File: src/rtl/cs_fci_func.sv
// -----------------------------------------------------------------------------
// cs_fci_func
//   Round function F_ci of the CS-Cipher key schedule:
//     oword = T(P8(iword ^ ci))
//   P8 substitutes every byte through the 8-bit permutation P.
//   T is the 8x8 bit-matrix transpose.
//   The block is purely combinational, so the result is available in the
//   same cycle. The key-schedule sequencer relies on that to form
//   k_i = k_{i-2} ^ F_ci(k_{i-1}) within one clock.
//
// Ports
//   clk    in   1   clock, kept only for interface uniformity (unused)
//   rst    in   1   synchronous active-high reset, no effect on oword
//   ci     in  64   round constant c_i
//   iword  in  64   input word k_{i-1}
//   oword  out 64   F_ci(iword), zero latency, no reset value
// -----------------------------------------------------------------------------
module cs_fci_func (
  input  logic        clk,
  input  logic        rst,
  input  logic [63:0] ci,
  input  logic [63:0] iword,
  output logic [63:0] oword
);

  // clk/rst are part of the common sequencer-facing interface only.
  logic unused_inputs;
  assign unused_inputs = clk ^ rst;

  // Nibble function f of the P network.
  function automatic logic [3:0] f_nib(input logic [3:0] n);
    logic [3:0] r;
    case (n)
      4'h0: r = 4'hF;  4'h1: r = 4'hD;  4'h2: r = 4'hB;  4'h3: r = 4'hB;
      4'h4: r = 4'h7;  4'h5: r = 4'h5;  4'h6: r = 4'h7;  4'h7: r = 4'h7;
      4'h8: r = 4'hE;  4'h9: r = 4'hD;  4'hA: r = 4'hA;  4'hB: r = 4'hB;
      4'hC: r = 4'hE;  4'hD: r = 4'hD;  4'hE: r = 4'hE;  4'hF: r = 4'hF;
      default: r = 4'h0;
    endcase
    return r;
  endfunction

  // Nibble function g of the P network.
  function automatic logic [3:0] g_nib(input logic [3:0] n);
    logic [3:0] r;
    case (n)
      4'h0: r = 4'hA;  4'h1: r = 4'h6;  4'h2: r = 4'h0;  4'h3: r = 4'h2;
      4'h4: r = 4'hB;  4'h5: r = 4'hE;  4'h6: r = 4'h1;  4'h7: r = 4'h8;
      4'h8: r = 4'hD;  4'h9: r = 4'h4;  4'hA: r = 4'h5;  4'hB: r = 4'h3;
      4'hC: r = 4'hF;  4'hD: r = 4'hC;  4'hE: r = 4'h7;  4'hF: r = 4'h9;
      default: r = 4'h0;
    endcase
    return r;
  endfunction

  // Three-round Feistel-like network on the two nibbles of a byte.
  function automatic logic [7:0] p_byte(input logic [7:0] v);
    logic [3:0] t;
    logic [3:0] yr;
    logic [3:0] yl;
    t  = v[7:4] ^ f_nib(v[3:0]);
    yr = v[3:0] ^ g_nib(t);
    yl = t ^ f_nib(yr);
    return {yl, yr};
  endfunction

  logic [63:0] x_c;
  logic [63:0] y_c;
  logic [63:0] oword_c;

  always_comb begin
    x_c     = iword ^ ci;
    y_c     = '0;
    oword_c = '0;
    for (int j = 0; j < 8; j++) begin
      y_c[8*j +: 8] = p_byte(x_c[8*j +: 8]);
    end
    // Output byte i collects bit i of every substituted byte.
    for (int i = 0; i < 8; i++) begin
      for (int j = 0; j < 8; j++) begin
        oword_c[8*i + j] = y_c[8*j + i];
      end
    end
  end

  assign oword = oword_c;

endmodule

File: config.mk
export PLATFORM = sky130hd
export DESIGN_NAME = cs_fci_func
export DESIGN_NICKNAME = d
export VERILOG_FILES = /design/src/rtl/cs_fci_func.sv
export SDC_FILE = /design/constraint.sdc
export NUM_CORES = 1
export LEC_CHECK = 0
export CORE_ASPECT_RATIO = 0.9
export CORE_UTILIZATION = 52
export DETAILED_ROUTE_END_ITERATION = 12
export GPL_TIMING_DRIVEN = 0
export PLACE_DENSITY = 0.9
export SYNTH_ARGS = -nofsm -noshare
export SYNTH_HDL_FRONTEND = slang
export SYNTH_SLANG_ARGS = --single-unit
File: constraint.sdc
create_clock -name vclk -period 3.7
set_input_delay 0.74 -clock vclk [all_inputs]
set_output_delay 0.74 -clock vclk [all_outputs]
set_load 0.01 [all_outputs]
==> results of run 1 <==
[kinds of logic after synthesis]
kind of cell | count (synthesis) | share of synthesized area
compound gates | 306 | 0.349
simple gates | 304 | 0.249
xor+xnor | 200 | 0.350
buf+inv | 46 | 0.0390
mux | 5 | 0.00886
fa+ha+maj | 2 | 0.00398
[metrics by stage]
stage	cell area (sq um)	TNS, ns
after global placement	7730	-36.60
after floorplan	5650	0
after CTS	9810	-0.0969
after detailed placement	7730	-37.94
[timing repair]
action | in CTS
gates cloned | 0
gates resized for setup | 354
buffers inserted | 101
endpoints found under the hold margin | 0
setup endpoints to repair | 64
pin swaps | 78
==> results.sh, run 1 <==
export IMPL_ys_top_cells_by_count="xnor2_1 (122), nor2_1 (108), a21oi_1 (84)"
export IMPL_grt_max_degree=11
export IMPL_outcome="did not finish"
export IMPL_cts_hold_buffers=0
export IMPL_yosysWarningCount=0
export IMPL_firstError="[ERROR DPL-0038] Utilization greater than 100%, impossible to legalize"
export IMPL_yosysUniqueCellTypes=68
export IMPL_synth_top_area_share=0.189
export IMPL_fp_row_count=35
export IMPL_hpwl_um=13500
export IMPL_yosys_area_top_type="xnor2_1"
export IMPL_yosysSeqAreaShare=0
export IMPL_stop_stage="global routing (5_1_grt)"
export IMPL_dieHeight_um=101
export IMPL_ios=194
export IMPL_synth_most_common_cell="xnor2_1"
export IMPL_syn_area_sq_um=5650
export IMPL_io_buffers=192
export IMPL_die_w_um=112
export IMPL_dp_cells=1184
export IMPL_syn_nets=993
export IMPL_start_util=0.542
export IMPL_gp_congestion=0.980
export IMPL_synth_area_leaders="xnor2_1 (19%), xor2_1 (7.6%), a21oi_1 (7.4%)"
export IMPL_syn_mean_instance_area_sq_um=6.55
export IMPL_dp_slack_ns=-0.845
export IMPL_syn_inst=863
==> run 2: changes to the inputs <==
==> config.mk (replaced) <==
export PLATFORM = sky130hd
export DESIGN_NAME = cs_fci_func
export DESIGN_NICKNAME = d
export VERILOG_FILES = /design/src/rtl/cs_fci_func.sv
export SDC_FILE = /design/constraint.sdc
export NUM_CORES = 1
export LEC_CHECK = 0
export CORE_UTILIZATION = 40
export DETAILED_ROUTE_END_ITERATION = 12
export GPL_TIMING_DRIVEN = 0
export PLACE_DENSITY_LB_ADDON = 0.15
export SYNTH_ARGS = -nofsm -noshare
export SYNTH_HDL_FRONTEND = slang
export SYNTH_SLANG_ARGS = --single-unit
==> run 2 against run 1 <==
The flow now finishes, with violations (setup timing). Synthesized cell count is the same. Area after synthesis is the same.
==> results.sh, run 2 <==
export IMPL_outcome="complete, but fails checks"
export IMPL_violations="setup timing"
export IMPL_syn_nets=993
export IMPL_fin_total_pwr_uw=3380
export IMPL_synth_top_area_share=0.189
export IMPL_antenna_diode_count=0
export IMPL_worst_setup_path_end_kind="primary output"
export IMPL_start_util=0.409
export IMPL_post_drt_wl_per_cell_um=16.8
export IMPL_finalMaxSlewViolations=0
export IMPL_cp_arrival_ns=2.99
export IMPL_setup_ws_ns=-0.0281
export IMPL_timing_fmax_ghz=0.268
export IMPL_combPwrFrac=1.000
export IMPL_viasPerCell=6.12
export IMPL_fin_nets=1336
export IMPL_gp_congestion=0.941
export IMPL_sw_frac_of_total=0.521
export IMPL_p_int_uw=1620
export IMPL_die_w_um=121
export IMPL_yosysWarningCount=0
export IMPL_drc=0
export IMPL_yosys_area_top_type="xnor2_1"
export IMPL_core_region_area_sq_um=13800
export IMPL_clockPowerShare=0
export IMPL_yosysUniqueCellTypes=68
export IMPL_grt_ovfl_total=0
export IMPL_yosysSeqAreaShare=0
export IMPL_final_common_cell="buf_4"
export IMPL_io_buffers=192
export IMPL_clockBufferCount=0
export IMPL_seq_area_sq_um=0
export IMPL_grt_pass1_vias=7578
export IMPL_cp_max_fo=7
export IMPL_nFillCells=939
export IMPL_min_to="oword[6]"
export IMPL_finalCritPeriodShare=1.01
export IMPL_rsz0062_at_grt="yes"
export IMPL_maxCapViolCount=0
export IMPL_tns_ns=-0.0281
export IMPL_hold_depth=4
export IMPL_relSlewSlack=0.585
export IMPL_syn_area_sq_um=5650
export IMPL_detail_route_iter0_violations=1167
export IMPL_ys_top_cells_by_count="xnor2_1 (122), nor2_1 (108), a21oi_1 (84)"
export IMPL_routed_via_count=8468
export IMPL_layout_common_cells="buf_4 (160), nor2_1 (81), a21oi_1 (79)"
export IMPL_syn_mean_instance_area_sq_um=6.55
export IMPL_hp_class="in2out"
export IMPL_power_density_nw_per_um2=318
export IMPL_fp_row_count=43
export IMPL_timing_worst_setup_path_type="in2out"
export IMPL_place_area_sq_um=7800
export IMPL_finalInstanceArea_sq_um=10600
export IMPL_synth_area_leaders="xnor2_1 (19%), xor2_1 (7.6%), a21oi_1 (7.4%)"
export IMPL_worst_pin_slew_ns=0.620
export IMPL_cts_hold_buffers=0
export IMPL_post_route_util=0.770
export IMPL_pwr_share_seq=0
export IMPL_grt_pass1_wl_um=34600
export IMPL_cp_start_kind="primary input"
export IMPL_drt_wl_total_um=23300
export IMPL_ir_drop_uv=237
export IMPL_min_period_ns=3.73
export IMPL_switchingPower_uw=1760
export IMPL_finalHoldViolations=0
export IMPL_grt_max_degree=11
export IMPL_dieHeight_um=121
export IMPL_crit_required_ns=2.96
export IMPL_drive_above_1_share=0.350
export IMPL_hold_start="ci[48]"
export IMPL_track_usage=0.278
export IMPL_area_delta_synth_final_pct=88.3
export IMPL_drt_pre_antenna_iters=5
export IMPL_setup_viol=1
export IMPL_hpwl_um=13600
export IMPL_antenna_found_initial=0
export IMPL_leakagePower_uw=0.00424
export IMPL_ios=194
export IMPL_design_seq_count=0
export IMPL_syn_inst=863
export IMPL_dp_slack_ns=-0.884
export IMPL_die_area_sq_um=14600
export IMPL_synth_most_common_cell="xnor2_1"
export IMPL_final_antenna_net_count=0
-- run 2: cell counts after synthesis --
Identical to the previous run, type by type.
-- run 2: how the worst max path moves through the flow --
stage                     depth (start not counted)  startpoint  slack [ns]        end
after global routing                             11   iword[11]       -0.12  oword[41]
after floorplan                                   8      ci[16]        0.49  oword[34]
final                                            10      ci[12]       -0.03  oword[49]
after global placement                           10      ci[35]       -0.88  oword[44]
after detailed placement                         10      ci[16]       -0.88  oword[34]
after CTS                                        11      ci[24]     0.00003  oword[43]
-- run 2: kinds of logic after synthesis --
group,after synthesis,share of synthesized area
xor+xnor,200,0.350
mux,5,0.00886
compound gates,306,0.349
fa+ha+maj,2,0.00398
buf+inv,46,0.0390
simple gates,304,0.249
-- run 2: power by group through the flow --
stage	sequential [uW]	clock, uW	combinational [uW]
4_1_cts	0	0	3110
6_report	0	0	3380
2_1_floorplan	0	0	1670
5_1_grt	0	0	3610
3_5_place_dp	0	0	2680
3_3_place_gp	0	0	2680
-- run 2: area by class of cell --
type / count / area (sq um) / area share
buffer: 43 / 307 / 0.0288
tap: 180 / 225 / 0.0212
timing repair buffer: 344 / 3010 / 0.283
multi-input combinational: 817 / 7100 / 0.667
-- run 2: routing by layer --
layer,wire length [um],vias to the layer above,global-route usage
li1,-,3859,-
met1,8710,3964,0.346
met2,12000,566,0.505
met3,2080,79,0.0268
met4,562,0,0.0725
met5,0,-,0
-- run 2: repair_timing --
action | CTS | global route
pin swaps | 74 | 42
buffers inserted | 119 | 33
resized for setup | 364 | 123
endpoints found under the setup margin | 64 | 52
-- run 2: through the flow --
step,hold WS (ns),cells
CTS,2.31,1352
global placement,2.76,1235
finish,2.15,1384
floorplan,1.72,863
detailed placement,2.74,1235
global route,2.18,1384
-- run 2: critical path, cell delays in order --
cell and delay [ns]:
clkdlybuf4s50_1 0.45, xnor2_2 0.18, a21boi_1 0.16, nor2_2 0.35, buf_4 0.20, o22ai_1 0.07, a32oi_1 0.14, a21oi_1 0.10
a2111oi_2 0.39, buf_2 0.20
Power figures use the tool's default switching activity.
